File: config.mk
export PLATFORM = sky130hd
export DESIGN_NAME = soc_bus_interconnect
export DESIGN_NICKNAME = d
export VERILOG_FILES = /design/src/rtl/soc_bus_interconnect.sv
export SDC_FILE = /design/constraint.sdc
export NUM_CORES = 1
export LEC_CHECK = 0
export ABC_AREA = 1
export BUFFER_PORTS_ARGS = -buffer_cell sky130_fd_sc_hd__buf_2
export CORE_ASPECT_RATIO = 0.6
export CORE_MARGIN = 8
export CORE_UTILIZATION = 40
export DETAILED_ROUTE_END_ITERATION = 10
export PLACE_DENSITY = 0.79
export SLEW_MARGIN = 15
export SYNTH_ARGS = -nofsm -noshare
export SYNTH_HDL_FRONTEND = slang
export SYNTH_SLANG_ARGS = --single-unit
File: constraint.sdc
create_clock -name clk -period 1.2 [get_ports clk]
set_input_delay 0.06 -clock clk [delete_from_list [all_inputs] [get_ports clk]]
set_output_delay 0.06 -clock clk [all_outputs]
set_load 0.02 [all_outputs]
File: src/rtl/soc_bus_interconnect.sv
// soc_bus_interconnect
// Load/store master to NUM_SLAVES peripheral slaves. The top SEL_BITS
// address bits are decoded once in IDLE and registered. Selected slave gets a
// held strobe until it acks. Unmapped indices get an error response.
// Optional feature macro: BUS_TIMEOUT_EN. When it is defined, an ACCESS phase
// lasting TIMEOUT_CYCLES cycles without an ack ends in an error response.
module soc_bus_interconnect #(
  parameter int NUM_SLAVES     = 4,
  parameter int SEL_BITS       = 2,
  parameter int ADDR_WIDTH     = 32,
  parameter int DATA_WIDTH     = 32,
  parameter int TIMEOUT_CYCLES = 15,
  parameter logic [DATA_WIDTH-1:0] ERROR_DATA = DATA_WIDTH'(32'hDEADBEEF)
) (
  input  logic                             clk,
  input  logic                             rst_n,
  input  logic                             m_read,
  input  logic                             m_write,
  input  logic [2:0]                       m_option,
  input  logic [ADDR_WIDTH-1:0]            m_address,
  input  logic [DATA_WIDTH-1:0]            m_write_data,
  output logic [DATA_WIDTH-1:0]            m_read_data,
  output logic                             m_response,
  output logic                             m_error,
  output logic [NUM_SLAVES-1:0]            s_read,
  output logic [NUM_SLAVES-1:0]            s_write,
  output logic [2:0]                       s_option,
  output logic [ADDR_WIDTH-1:0]            s_address,
  output logic [DATA_WIDTH-1:0]            s_write_data,
  input  logic [NUM_SLAVES*DATA_WIDTH-1:0] s_read_data,
  input  logic [NUM_SLAVES-1:0]            s_ack
);

  typedef enum logic [1:0] {
    ST_IDLE    = 2'd0,
    ST_ACCESS  = 2'd1,
    ST_RESPOND = 2'd2
  } state_t;

  localparam logic [SEL_BITS:0] LP_NUM_SLAVES = (SEL_BITS+1)'(NUM_SLAVES);

  state_t                  r_state;
  state_t                  w_next_state;

  logic [SEL_BITS-1:0]     r_idx;
  logic                    r_write;
  logic [2:0]              r_option;
  logic [ADDR_WIDTH-1:0]   r_address;
  logic [DATA_WIDTH-1:0]   r_write_data;
  logic [DATA_WIDTH-1:0]   r_read_data;
  logic                    r_error;

  logic                    w_req;
  logic [SEL_BITS-1:0]     w_idx;
  logic                    w_mapped;
  logic                    w_ack;
  logic [DATA_WIDTH-1:0]   w_sel_data;
  logic                    w_timeout;
  logic                    w_latch;
  logic                    w_load_rsp;
  logic [DATA_WIDTH-1:0]   w_rsp_data;
  logic                    w_rsp_error;

  assign w_req    = m_read | m_write;
  assign w_idx    = m_address[ADDR_WIDTH-1 -: SEL_BITS];
  assign w_mapped = {1'b0, w_idx} < LP_NUM_SLAVES;

  // Route the selected slave's ack and read data from the latched index
  always_comb begin
    w_ack      = 1'b0;
    w_sel_data = '0;
    for (int unsigned i = 0; i < NUM_SLAVES; i++) begin
      if (r_idx == SEL_BITS'(i)) begin
        w_ack      = s_ack[i];
        w_sel_data = s_read_data[i*DATA_WIDTH +: DATA_WIDTH];
      end
    end
  end

`ifdef BUS_TIMEOUT_EN
  localparam int CNT_W = $clog2(TIMEOUT_CYCLES + 1);
  localparam logic [CNT_W-1:0] LP_CNT_LAST = CNT_W'(TIMEOUT_CYCLES - 1);

  logic [CNT_W-1:0] r_count;

  // Count ACCESS cycles without an ack; cleared whenever a request is taken
  always_ff @(posedge clk or negedge rst_n) begin
    if (!rst_n) begin
      r_count <= '0;
    end else if (w_latch) begin
      r_count <= '0;
    end else if (r_state == ST_ACCESS && !w_ack) begin
      r_count <= r_count + 1'b1;
    end
  end

  // Terminal cycle: this is the TIMEOUT_CYCLES-th ACCESS cycle
  assign w_timeout = (r_state == ST_ACCESS) && (r_count == LP_CNT_LAST);
`else
  // No timer: with a legal TIMEOUT_CYCLES (>=1) this is constant 0
  assign w_timeout = (TIMEOUT_CYCLES < 1);
`endif

  // State register
  always_ff @(posedge clk or negedge rst_n) begin
    if (!rst_n) begin
      r_state <= ST_IDLE;
    end else begin
      r_state <= w_next_state;
    end
  end

  // Next state and response selection; ack takes priority over timeout
  always_comb begin
    w_next_state = r_state;
    w_latch      = 1'b0;
    w_load_rsp   = 1'b0;
    w_rsp_data   = '0;
    w_rsp_error  = 1'b0;
    unique case (r_state)
      ST_IDLE: begin
        if (w_req) begin
          w_latch = 1'b1;
          if (w_mapped) begin
            w_next_state = ST_ACCESS;
          end else begin
            w_next_state = ST_RESPOND;
            w_load_rsp   = 1'b1;
            w_rsp_data   = ERROR_DATA;
            w_rsp_error  = 1'b1;
          end
        end
      end
      ST_ACCESS: begin
        if (w_ack) begin
          w_next_state = ST_RESPOND;
          w_load_rsp   = 1'b1;
          w_rsp_data   = r_write ? '0 : w_sel_data;
        end else if (w_timeout) begin
          w_next_state = ST_RESPOND;
          w_load_rsp   = 1'b1;
          w_rsp_data   = ERROR_DATA;
          w_rsp_error  = 1'b1;
        end
      end
      ST_RESPOND: begin
        w_next_state = ST_IDLE;
      end
      default: begin
        w_next_state = ST_IDLE;
      end
    endcase
  end

  // Latch the request fields when IDLE accepts a request
  always_ff @(posedge clk or negedge rst_n) begin
    if (!rst_n) begin
      r_idx        <= '0;
      r_write      <= 1'b0;
      r_option     <= '0;
      r_address    <= '0;
      r_write_data <= '0;
    end else if (w_latch) begin
      r_idx        <= w_idx;
      r_write      <= m_write;
      r_option     <= m_option;
      r_address    <= m_address;
      r_write_data <= m_write_data;
    end
  end

  // Response data/error: loaded on entry to RESPOND, cleared on its exit
  always_ff @(posedge clk or negedge rst_n) begin
    if (!rst_n) begin
      r_read_data <= '0;
      r_error     <= 1'b0;
    end else if (w_load_rsp) begin
      r_read_data <= w_rsp_data;
      r_error     <= w_rsp_error;
    end else if (r_state == ST_RESPOND) begin
      r_read_data <= '0;
      r_error     <= 1'b0;
    end
  end

  // One-hot strobe to the latched slave, only while in ACCESS
  always_comb begin
    s_read  = '0;
    s_write = '0;
    if (r_state == ST_ACCESS) begin
      for (int unsigned i = 0; i < NUM_SLAVES; i++) begin
        if (r_idx == SEL_BITS'(i)) begin
          s_read[i]  = ~r_write;
          s_write[i] = r_write;
        end
      end
    end
  end

  assign m_response   = (r_state == ST_RESPOND);
  assign m_read_data  = r_read_data;
  assign m_error      = r_error;
  assign s_option     = r_option;
  assign s_address    = r_address;
  assign s_write_data = r_write_data;

endmodule

==> impl_summary.txt <==
----------------------------------------------------
[Logic synthesis]
  Number of library cell types mapped by synthesis ... 26
  Parity-gate share of the synthesized area counting xor and xnor cells ... 0%
  Most numerous cell in the Yosys netlist ... sky130_fd_sc_hd__nand2_1
  Number of enable flip-flop cells after synthesis ... 0
  Dominant combinational cell family by area after synthesis ... simple AND/OR/NAND/NOR gates
  Synthesis Warnings ... 0
  Gate count after technology mapping ... 597
  Synth area leader ... sky130_fd_sc_hd__dfrtp_1
  Most frequent cells after synthesis ... sky130_fd_sc_hd__nand2_1, sky130_fd_sc_hd__dfrtp_1, sky130_fd_sc_hd__mux2_2, sky130_fd_sc_hd__nand3_1, sky130_fd_sc_hd__inv_1
  Flip-flop and latch count after synthesis ... ~100
  Dominant cells by area after synthesis ... sky130_fd_sc_hd__dfrtp_1, sky130_fd_sc_hd__mux2_2, sky130_fd_sc_hd__nand2_1
  Netlist area before placement ... roughly 5200 µm²
  Area share of the largest cell type after synthesis ... 48.94%
  Sequential cell area fraction in the yosys report ... around 49%
  Compound-Gate Fraction of Synth Area ... around 5.2%
  Mux share of post-synthesis cell area ... 14.04%
  Post-synthesis adder-cell area fraction ... 0%
  Asr flop ratio synth ... 100.0%
  Total nets after synthesis ... 800
  Post-synthesis area per instance ... 8.735 µm²
  Most used flip-flop cell after synthesis ... sky130_fd_sc_hd__dfrtp_1
  Post-synthesis share of cell area spent on and, or, nand and nor gates ... between 20% and 30%

[Timing]
  Unrepaired setup endpoints after global routing ... yes
  # setup viols final ... 110
  Worst Hold Margin ... about 0.10 ns
  Sum Neg Setup Slack ... -22.08 ns
  Final worst setup slack ... -0.3088 ns
  Peak Freq ... ~660 MHz
  Fin. Hold Viols ... 0
  Slew Viols, Final ... 0
  Clock period minus final worst setup slack ... about 1.5 ns
  Worst Clk Skew ... 0.01404 ns
  Final clock period utilization by the worst path ... 125.7%

[Die]
  Row count ... 32
  Die boundary width ... about 160 µm
  Initial Utilization ... roughly 41%
  Number of top-level design ports ... 312
  Die height ... 104.4 µm
  Placeable core region ... about 13000 µm²
  Die outline area ... around 17000 µm²

[Power]
  Maximum VDD drop ... roughly 1.3 mV
  PwrDens ... approximately 2600 nW/µm²
  Combinational share of power ... 61.8%
  Sum of internal, switching and leakage power ... ~0.023 W
  Switching Power ... 0.01025 W
  Leak Pwr ... ~4.7 nW
  Switching power share of the total ... between 40 and 50%
  Clk pwr share ... 12.3%
  Internal power component ... approximately 0.013 W
  Seq pwr share ... roughly a quarter

[Layout]
  Growth of design area from synthesis to finish ... 70.06%
  Fraction of final layout cells with drive strength greater than 1 ... approximately 49%
  FILL cells ... 965
  Fin nets ... roughly 1200
  Number of standard cells in the layout, taps in and fillers out ... between 1000 and 1500
  Ant. Diodes ... 0

[Detailed routing]
  Vias post-DR ... 5814
  Total detailed-routing wirelength ... between 20000 and 25000 µm
  Detail-routed net length per standard cell ... between 15 and 20 µm
  Remaining DRCs ... 0
  Count of routing violations after the opening detailed-route iteration ... roughly 430
  Number of nets still failing antenna checks after routing ... 0
  Count of TritonRoute iterations in the first routing pass ... 6
  Vias per cell ... 4.906

[Setup path]
  Worst-case register-to-register setup slack ... -0.29 ns
  Critical Path Start Type ... flip-flop
  WP data required ... roughly 1.1 ns
  Crit path arrival time ... about 1.5 ns
  Largest fanout of any net on the critical path ... 5
  Worst setup EP type ... primary output
  Critical Setup Path Class ... reg -> out

[Clocking]
  Deepest level of the CTS H-tree ... 3
  Reg clk slew, reported paths ... about 0.070 ns
  Clk Latency, worst-skew pair ... roughly 0.34 ns
  TritonCTS buffer count ... 9
  Max Buffers Root-to-Sink ... 2
  CTS tree ... built
  Clock root buffer ... sky130_fd_sc_hd__clkbuf_16
  Count of clock tree sinks ... just over 100

[Placed design]
  Post-Place Cells ... between 1000 and 1500
  Final GP Congestion ... about 0.84
  Port Buffer Count ... 310
  Final HPWL from detailed placement ... roughly 14000 µm

[Outcome]
  Run status ... finished with violations
  Failing checks ... setup timing

[Global routing]
  Total Routing Usage GR ... 24.33%
  Grt total ovfl ... 0
  Largest net degree at the start of global routing ... 56
  Number of antenna violations at the first check in global routing ... 0
  Global-route wire length before repair ... 33160 µm
  Via count of the first global-routing pass ... 6048

[Worst hold path]
  Class of the most critical hold timing path ... in -> reg

[Run]
  Number of violations of the max-capacitance limit ... 0

----------------------------------------------------
-- cell type report --
class	count	area [µm²]	share of cell area (%)
Timing Repair Buffer	440	3154	35.57
Sequential cell	102	2556	28.82
Multi-Input combinational cell	403	2432	27.43
Clock buffer	9	225.2	2.540
Inverter	54	220.2	2.483
Tap cell	170	212.7	2.398
Clock inverter	7	67.56	0.7619
-- sequential cells by signal, summed over array words and instances, names as in the netlist --
| register | count |
|---|---|
| s_address | 30 |
| r_idx | 2 |
| m_read_data | 32 |
| s_option | 3 |
| r_state | 2 |
| r_write | 1 |
| s_write_data | 32 |
-- cells in the final DEF (no fill, tap or decap), types with 2 or more instances in the layout --
| cell | netlist | layout |
|---|---|---|
| sky130_fd_sc_hd__a21oi_1 | 18 | 18 |
| sky130_fd_sc_hd__buf_12 | 0 | 14 |
| sky130_fd_sc_hd__buf_16 | 0 | 4 |
| sky130_fd_sc_hd__buf_2 | 15 | 298 |
| sky130_fd_sc_hd__buf_4 | 6 | 26 |
| sky130_fd_sc_hd__buf_6 | 3 | 23 |
| sky130_fd_sc_hd__buf_8 | 0 | 3 |
| sky130_fd_sc_hd__clkbuf_16 | 0 | 11 |
| sky130_fd_sc_hd__clkinv_1 | 4 | 4 |
| sky130_fd_sc_hd__clkinv_4 | 0 | 3 |
| sky130_fd_sc_hd__dfrtp_1 | 102 | 99 |
| sky130_fd_sc_hd__dfrtp_2 | 0 | 3 |
| sky130_fd_sc_hd__dlygate4sd3_1 | 0 | 69 |
| sky130_fd_sc_hd__inv_1 | 47 | 42 |
| sky130_fd_sc_hd__inv_2 | 2 | 4 |
| sky130_fd_sc_hd__inv_6 | 0 | 4 |
| sky130_fd_sc_hd__mux2_2 | 65 | 62 |
| sky130_fd_sc_hd__mux2_4 | 0 | 3 |
| sky130_fd_sc_hd__nand2_1 | 153 | 143 |
| sky130_fd_sc_hd__nand2_2 | 1 | 8 |
| sky130_fd_sc_hd__nand2_8 | 0 | 2 |
| sky130_fd_sc_hd__nand3_1 | 65 | 63 |
| sky130_fd_sc_hd__nand3_2 | 1 | 2 |
| sky130_fd_sc_hd__nand3_4 | 1 | 2 |
| sky130_fd_sc_hd__nand3b_1 | 15 | 15 |
| sky130_fd_sc_hd__nor2_1 | 45 | 35 |
| sky130_fd_sc_hd__nor2_4 | 2 | 11 |
| sky130_fd_sc_hd__o21ai_0 | 32 | 20 |
| sky130_fd_sc_hd__o21ai_1 | 1 | 11 |
| sky130_fd_sc_hd__o21ai_4 | 0 | 2 |
-- routing by layer --
layer	global-route usage (%)	vias up	routed length, µm
li1	-	2758	-
met4	4.563	0	331
met5	0	-	0
met1	28.29	2763	8477
met3	7.233	26	1918
met2	43.51	267	11210
-- cell families after synthesis --
| logic type | after synthesis |
|---|---|
| and+or+nand+nor | 284 |
| DFF | 102 |
| buffers and inverters | 92 |
| muxes | 65 |
| AOI/OAI and AO/OA | 53 |
| other | 1 |
-- power groups by stage --
stage	registers, W	clock network [W]	logic, W
2_1_floorplan	0.00770	0	0.00573
3_3_place_gp	0.00582	0	0.0113
3_5_place_dp	0.00592	0	0.0116
4_1_cts	0.00588	0.00291	0.0135
5_1_grt	0.00616	0.00305	0.0153
6_report	0.00597	0.00285	0.0143
-- per-stage QoR --
stage	setup WS (ns)	util (%)	area (µm²)
3_3_place_gp	-0.1434	56.28	7188
4_1_cts	-0.2658	68.07	8695
5_1_grt	-0.3624	69.44	8869
3_5_place_dp	-0.2054	56.28	7188
2_1_floorplan	-0.2135	-	5316
6_report	-0.3088	69.44	8869
-- final timing paths --
| check | from | to | depth (start not counted) |
|---|---|---|---|
| max in group asynchronous | rst_n | s_write_data[0]$_DFFE_PN0P_ | 3 |
| min | s_read_data[44] | m_read_data[12]$_DFFE_PN0P_ | 7 |
| min in group asynchronous | rst_n | s_write_data[11]$_DFFE_PN0P_ | 2 |
| min reg2reg | s_write_data[27]$_DFFE_PN0P_ | s_write_data[27]$_DFFE_PN0P_ | 1 |
| max reg2reg | r_idx[1]$_DFFE_PN0P_ | m_read_data[24]$_DFFE_PN0P_ | 9 |
| max | r_idx[1]$_DFFE_PN0P_ | s_read[1] | 6 |
-- critical path: stages, from the launching register on --
cell	delay, ns
sky130_fd_sc_hd__dfrtp_2	0.46
sky130_fd_sc_hd__buf_4	0.16
sky130_fd_sc_hd__nor2_4	0.11
sky130_fd_sc_hd__buf_12	0.11
sky130_fd_sc_hd__inv_2	0.05
sky130_fd_sc_hd__nor2_4	0.09
sky130_fd_sc_hd__buf_6	0.12
-- repair_timing --
action / in CTS / in global routing
endpoints found under the hold margin: 170 / 0
hold buffers: 69 / 0
resized for setup: 60 / 52
endpoints found under the setup margin: 109 / 113
cloned: 7 / 2
buffers inserted: 17 / 11
pin swaps: 6 / 5
(Power assumes the default switching activity.)
